File: src/rtl/dmem_arbiter.sv
// Two-master arbiter/sequencer for the single DataMem port.
// Define DMEM_ARB_RR_EN for round-robin; fixed priority (master 0) otherwise.
module dmem_arbiter #(
    parameter int addrWidth = 32,
    parameter int dataWidth = 32
) (
    input  logic                 clk,
    input  logic                 rst,
    input  logic                 m0Req,
    output logic                 m0Ack,
    input  logic [addrWidth-1:0] m0Addr,
    input  logic [dataWidth-1:0] m0Wdata,
    input  logic [2:0]           m0MemOp,
    input  logic                 m0We,
    output logic                 m0Rvalid,
    output logic [dataWidth-1:0] m0Rdata,
    input  logic                 m1Req,
    output logic                 m1Ack,
    input  logic [addrWidth-1:0] m1Addr,
    input  logic [dataWidth-1:0] m1Wdata,
    input  logic [2:0]           m1MemOp,
    input  logic                 m1We,
    output logic                 m1Rvalid,
    output logic [dataWidth-1:0] m1Rdata,
    output logic [addrWidth-1:0] memAddr,
    output logic [dataWidth-1:0] memDin,
    output logic [2:0]           memOp,
    output logic                 memWe,
    input  logic [dataWidth-1:0] memDout
);

    typedef enum logic [1:0] {
        IDLE,
        ISSUE,
        RESP
    } state_t;

    state_t state;
    logic   owner;
    logic   pri0;
    logic   grant0;
    logic   grant1;

`ifdef DMEM_ARB_RR_EN
    logic lastGrant;

    // Remember the most recent winner so the other master wins the next tie
    always_ff @(posedge clk or posedge rst) begin
        if (rst) begin
            lastGrant <= 1'b1;
        end else if (grant0) begin
            lastGrant <= 1'b0;
        end else if (grant1) begin
            lastGrant <= 1'b1;
        end
    end

    assign pri0 = lastGrant;
`else
    assign pri0 = 1'b1;
`endif

    // Grants are only possible in IDLE; loser keeps its request pending
    always_comb begin
        grant0 = (state == IDLE) && m0Req && (!m1Req || pri0);
        grant1 = (state == IDLE) && m1Req && !grant0;
    end

    assign m0Ack = grant0;
    assign m1Ack = grant1;

    // Sequencer: latch winner, issue for one cycle, hold address for read
    always_ff @(posedge clk or posedge rst) begin
        if (rst) begin
            state    <= IDLE;
            owner    <= 1'b0;
            memAddr  <= '0;
            memDin   <= '0;
            memOp    <= '0;
            memWe    <= 1'b0;
            m0Rvalid <= 1'b0;
            m1Rvalid <= 1'b0;
            m0Rdata  <= '0;
            m1Rdata  <= '0;
        end else begin
            m0Rvalid <= 1'b0;
            m1Rvalid <= 1'b0;
            memWe    <= 1'b0;
            unique case (state)
                IDLE: begin
                    if (grant0 || grant1) begin
                        owner   <= grant1;
                        memAddr <= grant1 ? m1Addr : m0Addr;
                        memDin  <= grant1 ? m1Wdata : m0Wdata;
                        memOp   <= grant1 ? m1MemOp : m0MemOp;
                        memWe   <= grant1 ? m1We : m0We;
                        state   <= ISSUE;
                    end
                end
                ISSUE: begin
                    // memWe mirrors the latched direction during ISSUE
                    state <= memWe ? IDLE : RESP;
                end
                RESP: begin
                    if (owner) begin
                        m1Rdata  <= memDout;
                        m1Rvalid <= 1'b1;
                    end else begin
                        m0Rdata  <= memDout;
                        m0Rvalid <= 1'b1;
                    end
                    state <= IDLE;
                end
                default: state <= IDLE;
            endcase
        end
    end

endmodule

File: config.mk
export PLATFORM = sky130hd
export DESIGN_NAME = dmem_arbiter
export DESIGN_NICKNAME = d
export VERILOG_FILES = /design/src/rtl/dmem_arbiter.sv
export SDC_FILE = /design/constraint.sdc
export NUM_CORES = 1
export LEC_CHECK = 0
export CAP_MARGIN = 20
export CORE_MARGIN = 2
export CORE_UTILIZATION = 36
export DETAILED_ROUTE_END_ITERATION = 8
export GPL_TIMING_DRIVEN = 1
export PLACE_DENSITY = 0.81
export SKIP_LAST_GASP = 1
export SYNTH_ARGS = -nofsm -noshare
export SYNTH_HDL_FRONTEND = slang
export SYNTH_SLANG_ARGS = --single-unit
File: constraint.sdc
create_clock -name clk -period 4.4 [get_ports clk]
set_clock_uncertainty 0.2 [all_clocks]
set_input_delay 0.88 -clock clk [delete_from_list [all_inputs] [get_ports clk]]
set_output_delay 0.88 -clock clk [all_outputs]
set_load 0.03 [all_outputs]
# Word level (Yosys, flattened, before mapping)
# Index checks and enable logic that the tools add are counted.
# word_totals
output_inout_bits	136
in_bits	172
regBits	137
elab_cells	36
# classes
bitwise	1
n_eq_ne	3
n_reduce_logical	9
mux	13
# op_table
op	n
2-to-1 mux 32 bit	2
2-to-1 mux 1 bit	7
AND reduction 2 bit	3
2-to-1 mux 2 bit	2
one-hot mux 2 bit (2 select lines)	1
logical AND 1 bit	3
2-to-1 mux 3 bit	1
== test 2 x 1 -> 1 bit (second input constant)	1
== test 2 bit (second input constant)	1
logical NOT 2 bit	1
inequality test 2 x 1 -> 1 bit (second input constant)	1
logical NOT 1 bit	1
logical OR 1 bit	1
inverter 1 bit	1

# Longest topological paths before layout
# logic_depth
ltp_word	7
depth_mapped	6

# Worst setup path before layout
# No wires, ideal clock.
# synth_timing
path_kind	input to output
startpoint	in m0Req
endpoint	out m1Ack
arrival_ns	1.847
required_time_ns	3.320
path_slack_ns	1.473
path_buffers	3
path_stages	5
path_cell_list	buf_2 -> nor2b_1 -> buf_2 -> clkbuf_1 -> and2_1
# synth_between
elab_chain_cells	3
# synth_lines
element	line	rtl
start: declaration	9	input logic m0Req,
logical AND 1 bit	65	grant0 = (state == IDLE) && m0Req && (!m1Req || pri0);
logical NOT 1 bit	66	grant1 = (state == IDLE) && m1Req && !grant0;
logical AND 1 bit	66	
end: declaration	18	output logic m1Ack,
# Every way passes these cells.

# Worst setup path in the final report
# layout_timing
startpoint	reg state[0]
endpoint	out m1Ack
# layout_between
elab_chain_cells	4
word_cells_on_any_way	5
# layout_lines
element	line	rtl
start: declaration	38	state_t state;
start signal: assignment	102	state <= memWe ? IDLE : RESP;
logical NOT 2 bit (*)	65, 66	
logical AND 1 bit	65	
logical NOT 1 bit	66	
logical AND 1 bit (*)	66	
# Mark *: on every way between the ends. The rest lies on a longest branch, timed or not.

==> impl_metrics.ini <==
[sta]
period_share = 0.763
rsz0062_at_grt = no
finalCriticalPeriod_ps = 3360
finalHoldViolations = 0
tns_ps = 0
worst_pin_slew_ps = 855
fmax_mhz = 298
finalSetupViolCount = 0
setup_ws_ps = 1040
slew_viol_final = 0
slew_headroom = 0.428

[setup_path]
critPathMaxStageDelay_ps = 670
worstSetupEndpointType = output pin
crit_type = register to output pin
cp_cell_sequence = nor2_4 -> buf_4 -> and2_1 -> clkdlybuf4s50_1
cp_max_fo = 39
r2r-start = state[0]$_DFFE_PP0P_
reg2regPathDepth = 3
r2r_end = m1Rdata[10]$_DFFE_PP0P_
cp_data_required_time_ps = 3320
rrSetupSlack_ps = 2110
arrival_ps = 2280
critical-path-slowest-cell = clkdlybuf4s50_1
cp-start-kind = register

[die]
io-pin-count = 308
core_mm2 = 0.0159
die_height_um = 132
die_width_um = 132
die-area_mm2 = 0.0174
start_util = 0.369
rows = 46

[clock_network]
cts_resized = 0
clk_pin_slew_ps = 60
clk_path_buf_depth = 2
cts.sinks = 137
numCtsBuffers = 17
cts_hold_buf = 0
postCtsSetupBuffers = 0
clk_latency_ps = 400
root_buffer = clkbuf_16
cts_tree = yes
cts_max_level = 4

[synthesis]
ys_ff_latch = 137
syn-num-nets = 640
synth_warnings = 0
ys_types = 21
netlist.area_leader.share = 0.583
syn_avg_cell_area_um2 = 12.6
synth_area_mm2 = 0.00588
synthTopCellsByArea = dfrtp_1 (58%), mux2_2 (12%), a22oi_1 (8.7%)
yosysTopAreaCell = dfrtp_1
synth_cells = 468
ys_seq_area_frac = 0.583

[routing]
viasPerCell = 5.27
finalWirelength_mm = 18.9
vias = 5215
routedWlPerCell_um = 19.1
drt_iter0_drc = 347
drc = 0
dr.pass1.iters = 5
antenna_left = 0

[hold_path]
hp-start = memWe$_DFF_PP0_
hold_end = state[1]$_DFFE_PP0P_
holdPathStages = 1
hold_class = register to register

[placed_design]
port-buffer-count = 307
pre_cts_ws_ps = 1110
gp_congestion = 0.815
placed_cells = 958
place_hpwl_mm = 13.5

[layout]
diodes = 0
fin_nets = 933
area_delta_synth_final_pct = 67.1
final_util = 0.616
fin_cells = 990
drive_above_1_share = 0.150

[grt]
antenna_found_initial = 0
grt_pass1_wl_mm = 29.9
grt.overflow.total = 0
grt_max_degree = 75
grt_pass1_vias = 5546
grt_use_total = 0.217

[pwr]
vdd_drop_max_v = 0.000375
power.leakage_nw = 3.90
power_density_mw_per_mm2 = 825

[run]
maxCapViolCount = 0

[status]
outcome = finished clean
-- how the worst max path moves through the flow --
| stage | start | endpoint | cells past startpoint |
|---|---|---|---|
| after floorplan | m0Req | m1Ack | 5 |
| after global placement | m0Req | m1Ack | 4 |
| after detailed placement | m0Req | m1Ack | 4 |
| after CTS | state[1]$_DFFE_PP0P_ | m1Ack | 4 |
| after global routing | state[0]$_DFFE_PP0P_ | m1Ack | 4 |
| final | state[0]$_DFFE_PP0P_ | m1Ack | 4 |
-- state kept, by name, indices dropped and copies added (netlist names), 2 cells and up --
name	flops
m0Rdata	32
memOp	3
memDin	32
m1Rdata	32
state	2
memAddr	32
-- final cells by class --
type	instances	area [um2]
clock buffers	17	425
clock inverters	15	248
inverters	3	15.0
flip-flops and latches	137	3430
well taps	216	270
repair buffers	319	3200
multi-input cells	283	2230
fillers	1201	6120
-- report_power, final --
part	leakage [nW]	internal (W)	switching, W
registers	1.65	0.00190	0.000414
logic	1.93	0.00186	0.00231
clock network	0.319	0.00107	0.000555
total	3.90	0.00482	0.00328
-- cells in the mapped netlist (all sizes together) --
master   number
and2          1
inv           3
nand3b        1
dfrtp       137
or2           1
a22oi        68
nor3b         3
o21ai        37
mux2         64
clkbuf       18
a21oi         1
o2bb2ai      31
nor2          3
nor2b        37
buf          27
a31oi        36
-- layout by cell type, fill, tap and decap left out, types with 3 or more instances in the layout --
cell,netlist,routed
o21ai_0,36,36
dfrtp_1,137,137
clkbuf_16,0,17
a31oi_1,36,36
a22oi_1,68,68
buf_4,5,8
clkinvlp_4,0,4
clkdlybuf4s50_1,0,305
bufinv_16,0,6
o2bb2ai_1,31,31
clkinv_4,0,3
mux2_2,63,63
nor2b_1,37,36
buf_12,0,3
-- worst max-delay path, delay by kind of cell (launching register included) --
kind | cells | cell delay, ps
and+or+nand+nor | 2 | 320
DFF | 1 | 470
buffers and inverters | 2 | 1060
-- layer usage --
layer,part of all wire,track usage
met1,0.39,0.255
met2,0.52,0.384
met3,0.059,0.0511
met4,0.028,0.0882
met5,0,0
-- cell families (layout without fill, tap and decap cells) --
logic type / count (synthesis) / count (layout) / synth area share
simple gates: 46 / 46 / 0.0505
mux: 64 / 64 / 0.123
compound gates: 173 / 173 / 0.204
flops: 137 / 137 / 0.583
buf+inv: 48 / 354 / 0.0396
-- stage by stage --
step | area (um2) | hold WS, ps | power (W)
global placement | 9110 | 260 | 0.00639
CTS | 9820 | 267 | 0.00817
global route | 9820 | 295 | 0.00850
finish | 9820 | 252 | 0.00810
detailed placement | 9150 | 249 | 0.00652
floorplan | 5880 | 287 | 0.00471
Power figures use the tool's default switching activity.
